[src/rtl/chunked_addsub_alu.sv]
// ----------------------------------------------------------------------------
// chunked_addsub_alu
//
// Multi-cycle add/subtract/logic unit for the Y86-64 execute stage. A WIDTH-bit
// operation is processed CHUNK bits per clock, least significant slice first.
// The carry between slices travels through a register, so each cycle has only
// a CHUNK-bit carry chain. Condition codes are registered together with the
// last slice.
//
// Parameters:
//   WIDTH  operand/result width (default 64)
//   CHUNK  slice width processed per cycle (default 16); WIDTH % CHUNK == 0
//
// Ports:
//   clk        clock, rising edge
//   rst        asynchronous active-high reset
//   in_valid   operands/control valid
//   in_ready   unit can accept (IDLE only)
//   control    00 addq, 01 subq, 10 andq, 11 xorq
//   A, B       operands, two's complement
//   out_valid  result/flags valid (DONE only)
//   out_ready  consumer accepts result
//   S          result
//   cf         add: carry out; sub: borrow; logic: 0
//   zf         S == 0
//   sf         S[WIDTH-1]
//   overflow   signed overflow; logic: 0
// ----------------------------------------------------------------------------
module chunked_addsub_alu #(
    parameter int WIDTH = 64,
    parameter int CHUNK = 16
) (
    input  logic             clk,
    input  logic             rst,
    input  logic             in_valid,
    output logic             in_ready,
    input  logic [1:0]       control,
    input  logic [WIDTH-1:0] A,
    input  logic [WIDTH-1:0] B,
    output logic             out_valid,
    input  logic             out_ready,
    output logic [WIDTH-1:0] S,
    output logic             cf,
    output logic             zf,
    output logic             sf,
    output logic             overflow
);

    localparam int NCH = WIDTH / CHUNK;
    localparam int KW  = (NCH > 1) ? $clog2(NCH) : 1;

    generate
        if (WIDTH % CHUNK != 0) begin : g_bad_chunk
            $error("chunked_addsub_alu: WIDTH must be a multiple of CHUNK");
        end
    endgenerate

    typedef enum logic [1:0] {
        ST_IDLE,
        ST_BUSY,
        ST_DONE
    } state_e;

    typedef enum logic [1:0] {
        OP_ADD = 2'b00,
        OP_SUB = 2'b01,
        OP_AND = 2'b10,
        OP_XOR = 2'b11
    } op_e;

    // Operands and result are held as arrays of slices so slice k is a plain
    // index rather than a computed part-select.
    state_e                     state_q;
    op_e                        op_q;
    logic [NCH-1:0][CHUNK-1:0]  a_q;
    logic [NCH-1:0][CHUNK-1:0]  b_q;
    logic [NCH-1:0][CHUNK-1:0]  s_q;
    logic [KW-1:0]              k_q;
    logic                       carry_q;
    logic                       cf_q;
    logic                       zf_q;
    logic                       sf_q;
    logic                       ov_q;

    logic [CHUNK-1:0]           a_k;
    logic [CHUNK-1:0]           b_k;
    logic [CHUNK-1:0]           b_eff;
    logic [CHUNK:0]             sum_w;
    logic [CHUNK-1:0]           slice_d;
    logic [NCH-1:0][CHUNK-1:0]  s_d;
    logic                       carry_d;
    logic                       is_arith;
    logic                       a_msb;
    logic                       b_msb;
    logic                       s_msb;
    logic                       cf_d;
    logic                       ov_d;

    // Datapath for the slice currently addressed by k_q.
    always_comb begin
        // NOTE: every signal gets a default before any branch so no path
        // leaves it unassigned; that is what keeps always_comb latch-free.
        slice_d  = '0;
        cf_d     = 1'b0;
        ov_d     = 1'b0;

        a_k      = a_q[k_q];
        b_k      = b_q[k_q];
        // Subtraction is A + ~B + 1; the +1 is the carry preloaded on accept.
        b_eff    = (op_q == OP_SUB) ? ~b_k : b_k;
        sum_w    = {1'b0, a_k} + {1'b0, b_eff} + {{CHUNK{1'b0}}, carry_q};
        carry_d  = sum_w[CHUNK];
        is_arith = (op_q == OP_ADD) || (op_q == OP_SUB);

        case (op_q)
            OP_ADD, OP_SUB: slice_d = sum_w[CHUNK-1:0];
            OP_AND:         slice_d = a_k & b_k;
            OP_XOR:         slice_d = a_k ^ b_k;
            default:        slice_d = '0;
        endcase

        // Full result as it will stand after this edge; the flags on the last
        // slice are derived from it.
        s_d      = s_q;
        s_d[k_q] = slice_d;

        a_msb    = a_q[NCH-1][CHUNK-1];
        b_msb    = b_q[NCH-1][CHUNK-1];
        s_msb    = s_d[NCH-1][CHUNK-1];

        case (op_q)
            OP_ADD: begin
                cf_d = carry_d;
                ov_d = (a_msb == b_msb) && (s_msb != a_msb);
            end
            OP_SUB: begin
                cf_d = ~carry_d;
                ov_d = (a_msb != b_msb) && (s_msb != a_msb);
            end
            default: begin
                cf_d = 1'b0;
                ov_d = 1'b0;
            end
        endcase
    end

    // NOTE: the control path and the visible datapath registers are reset
    // together so S and the flags read as zero straight out of reset; the
    // operand registers are reset as well so no X can reach the outputs.
    always_ff @(posedge clk or posedge rst) begin
        if (rst) begin
            state_q <= ST_IDLE;
            op_q    <= OP_ADD;
            a_q     <= '0;
            b_q     <= '0;
            s_q     <= '0;
            k_q     <= '0;
            carry_q <= 1'b0;
            cf_q    <= 1'b0;
            zf_q    <= 1'b0;
            sf_q    <= 1'b0;
            ov_q    <= 1'b0;
        end else begin
            // NOTE: non-blocking assignments here so every register samples
            // the pre-edge values, independent of statement order.
            case (state_q)
                ST_IDLE: begin
                    // in_ready is high throughout IDLE, so in_valid alone
                    // completes the handshake.
                    if (in_valid) begin
                        a_q     <= A;
                        b_q     <= B;
                        op_q    <= op_e'(control);
                        k_q     <= '0;
                        carry_q <= (control == OP_SUB);
                        state_q <= ST_BUSY;
                    end
                end

                ST_BUSY: begin
                    s_q <= s_d;
                    if (is_arith) begin
                        carry_q <= carry_d;
                    end
                    k_q <= k_q + KW'(1);
                    if (k_q == KW'(NCH - 1)) begin
                        zf_q    <= (s_d == '0);
                        sf_q    <= s_msb;
                        cf_q    <= cf_d;
                        ov_q    <= ov_d;
                        state_q <= ST_DONE;
                    end
                end

                ST_DONE: begin
                    if (out_ready) begin
                        state_q <= ST_IDLE;
                    end
                end

                default: state_q <= ST_IDLE;
            endcase
        end
    end

    // Handshake outputs depend on state only.
    assign in_ready  = (state_q == ST_IDLE);
    assign out_valid = (state_q == ST_DONE);
    assign S         = s_q;
    assign cf        = cf_q;
    assign zf        = zf_q;
    assign sf        = sf_q;
    assign overflow  = ov_q;

endmodule

[config.mk]
export PLATFORM = sky130hd
export DESIGN_NAME = chunked_addsub_alu
export DESIGN_NICKNAME = d
export VERILOG_FILES = /design/src/rtl/chunked_addsub_alu.sv
export SDC_FILE = /design/constraint.sdc
export NUM_CORES = 1
export LEC_CHECK = 0
export ABC_AREA = 1
export BUFFER_PORTS_ARGS = -buffer_cell sky130_fd_sc_hd__buf_2
export CORE_MARGIN = 2
export CORE_UTILIZATION = 61
export DETAILED_ROUTE_END_ITERATION = 16
export GPL_ROUTABILITY_DRIVEN = 0
export MAX_ROUTING_LAYER = met4
export PLACE_DENSITY = 0.92
export SYNTH_ARGS = -nofsm -noshare
export SYNTH_HDL_FRONTEND = slang
export SYNTH_SLANG_ARGS = --single-unit
export TNS_END_PERCENT = 10
[constraint.sdc]
create_clock -name clk -period 19.8 [get_ports clk]
set_clock_uncertainty 0.15 [all_clocks]
set_input_delay 3.96 -clock clk [delete_from_list [all_inputs] [get_ports clk]]
set_output_delay 3.96 -clock clk [all_outputs]
set_load 0.005 [all_outputs]
==> run_results.csv <==
group,metric,value,unit
clocking,cts_max_level,1,
hold_path,worstHoldPathType,"flop to flop",
floorplanning,core,0.01815,mm^2
worst_setup_path,start_kind,"input pin",
synthesis,synth_seq_cells,203,
floorplanning,rows,49,
synthesis,yosysMostFrequentCell,"nand2_1",
cells_and_area,antenna_cells,0,
clocking,insertion_delay,0.52,ns
synthesis,yosys.area.top_type_share,0.4467,
route,vias,11490,
clocking,cts.repair.resized,0,
outcome,status,"completed",
hold_path,hold_start,"a_q[45]",
clocking,numCtsBuffers,22,
sta,finalWorstPathRequiredPeriod,5.916,ns
synthesis,synthCells,1597,
synthesis,async_flop_share,1.000,
synthesis,ys_types,35,
synthesis,synth_edf_count,0,
sta,fmax,169.0,MHz
cells_and_area,layout-drive-gt1-share,0.1640,
clocking,post_cts_buffers,0,
global_route,grt_max_degree,118,
worst_setup_path,rr_endpoint,"zf",
clocking,clkTransAtPathRegs,0.06,ns
floorplanning,num_io_pins,204,
global_route,overflow,0,
cells_and_area,area_growth,15.92,%
sta,drv_slew,0,
sta,hold_viol,0,
synthesis,synthTopCellsByCount,"nand2_1 (730), dfrtp_1 (203), o21ai_0 (131)",
hold_path,min_to,"a_q[45]",
sta,slew_headroom,0.3000,
clocking,cts_tree,"built",
synthesis,synth_area,0.01137,mm^2
sta,setup_viol,0,
global_route,grt_pass1_wl,52490,um
placement,numPortBuffers,203,
sta,tns,0,ns
synthesis,yosysSeqAreaShare,0.4467,
hold_path,hold_depth,2,
worst_setup_path,r2r_cells,24,
sta,fin_crit_sh,0.2988,
global_route,antenna_found_initial,0,
route,routed_via_density,5.737,
synthesis,netlist_top_cells_area,"dfrtp_1 (45%), nand2_1 (24%), o21ai_0 (5.8%)",
floorplanning,dieHeight,140.5,um
placement,post-dp-hpwl,22430,um
route,initialDrtViolationCount,1109,
synthesis,syn-mean-instance-area,7.120,um^2
synthesis,yosysWarnings,0,
route,antenna_left,0,
clocking,cts.sinks,203,
cells_and_area,regArea,0.005081,mm^2
cells_and_area,multi_input_area,0.005504,mm^2
route,wire_per_inst,16.14,um
clocking,hold_buffers,0,
route,drt_drc_violations_left,0,
sta,rsz0062_at_grt,"no",
clocking,cts_max_path_buffers,3,
floorplanning,die_area,0.01975,mm^2
worst_setup_path,required,20.02,ns
worst_setup_path,r2r_slack,14.96,ns
floorplanning,initial_utilization,0.6266,
worst_setup_path,crit_fanout,69,
worst_setup_path,endpoint_kind,"flop",
synthesis,yosysTopAreaCell,"dfrtp_1",
worst_setup_path,r2r_start,"k_q[1]",
global_route,grt.total_usage,0.3380,
cells_and_area,fillers,1416,
worst_setup_path,worstSetupPathType,"input pin to flop",
synthesis,synthesis.nets,1768,
flow_run,drv_cap,0,
cells_and_area,nets,1930,
sta,tightest_slew,1.050,ns
clocking,cts_root_buf,"clkbuf_16",
route,wl,32320,um
global_route,first_global_vias,10710,
route,drt_pass1_iterations,8,
worst_setup_path,critical_path_arrival,6.14,ns
floorplanning,dieWidth,140.5,um
synthesis,synth_flop_cell,"dfrtp_1",
==> flip-flops by register name (all words and copies together), names as in the netlist, 2 cells and up <==
signal / cells
k_q: 2
a_q: 63
b_q: 63
state_q: 2
S: 64
op_q: 2
==> worst max-delay path by stage <==
stage,startpoint,endpoint,slack (ns),cells after the start
2_1_floorplan,rst,S[0],10.15,1
3_3_place_gp,in_valid,carry_q,13.44,8
3_5_place_dp,in_valid,carry_q,13.38,8
4_1_cts,in_valid,carry_q,13.89,8
5_1_grt,in_valid,carry_q,13.66,8
6_report,in_valid,carry_q,13.88,8
==> critical path, cell delays in order <==
cell	delay, ns
buf_2	0.11
nand2_4	0.28
clkinv_2	0.68
buf_4	0.62
nor2_1	0.21
inv_1	0.09
a21oi_1	0.12
a31oi_1	0.05
==> metal layers <==
metal  vias up  GRT usage  wire length (um)
met5         -          -                 0
met4         0     0.1558              1771
met3       136    0.06222              3299
met2       718     0.5157             14350
met1      5282     0.4432             12910
li1       5356          -                 -
==> area by class of cell <==
cell class	instances	share of cell area
Sequential cell	203	0.3855
Timing Repair Buffer	215	0.08391
Tap cell	229	0.02174
Inverter	126	0.03654
Multi-Input combinational cell	1191	0.4176
Clock buffer	35	0.05002
Clock inverter	4	0.004746
==> cells by family after synthesis <==
| family | after synthesis | synth area share |
|---|---|---|
| and+or+nand+nor | 951 | 0.3381 |
| buffers and inverters | 203 | 0.06987 |
| DFF | 203 | 0.4467 |
| AOI/OAI and AO/OA | 185 | 0.08935 |
| adders and majority gates | 37 | 0.04203 |
| xor gates and xnor gates | 18 | 0.01386 |
==> metrics by stage <==
| stage | utilization | instance area (um^2) | std cells | setup WS, ns | hold slack (ns) |
|---|---|---|---|---|---|
| 3_5_place_dp | 0.6866 | 12460 | 1964 | 13.38 | 0.3102 |
| 4_1_cts | 0.7264 | 13180 | 2003 | 13.89 | 0.3265 |
| 6_report | 0.7264 | 13180 | 2003 | 13.88 | 0.3263 |
| 2_1_floorplan | - | 11370 | 1597 | 10.15 | 0.2936 |
| 3_3_place_gp | 0.6866 | 12460 | 1964 | 13.44 | 0.3075 |
| 5_1_grt | 0.7264 | 13180 | 2003 | 13.66 | 0.3438 |
==> layout by cell type, fill, tap and decap left out, types with 2 or more instances in the layout <==
cell / n
buf_4: 12
and2_1: 2
clkbuf_16: 22
nand3b_1: 3
nand4_1: 9
nand2_1: 729
buf_2: 203
nand3_1: 105
a32oi_1: 2
o31ai_1: 3
nand3_2: 5
clkinv_2: 2
dfrtp_1: 202
nand2_2: 4
o22ai_1: 14
o21ai_0: 131
inv_1: 114
a21oi_1: 15
o21bai_1: 4
clkbuf_1: 7
ha_1: 35
o21ai_1: 2
fa_1: 2
or2_2: 20
clkbuf_8: 6
xor2_1: 18
nor2_1: 69
a22o_1: 11
inv_8: 2
inv_2: 9
Power is left out: the tool's default activity adds up to more than one toggle a clock period on the data nets, which glitch-free logic cannot reach.
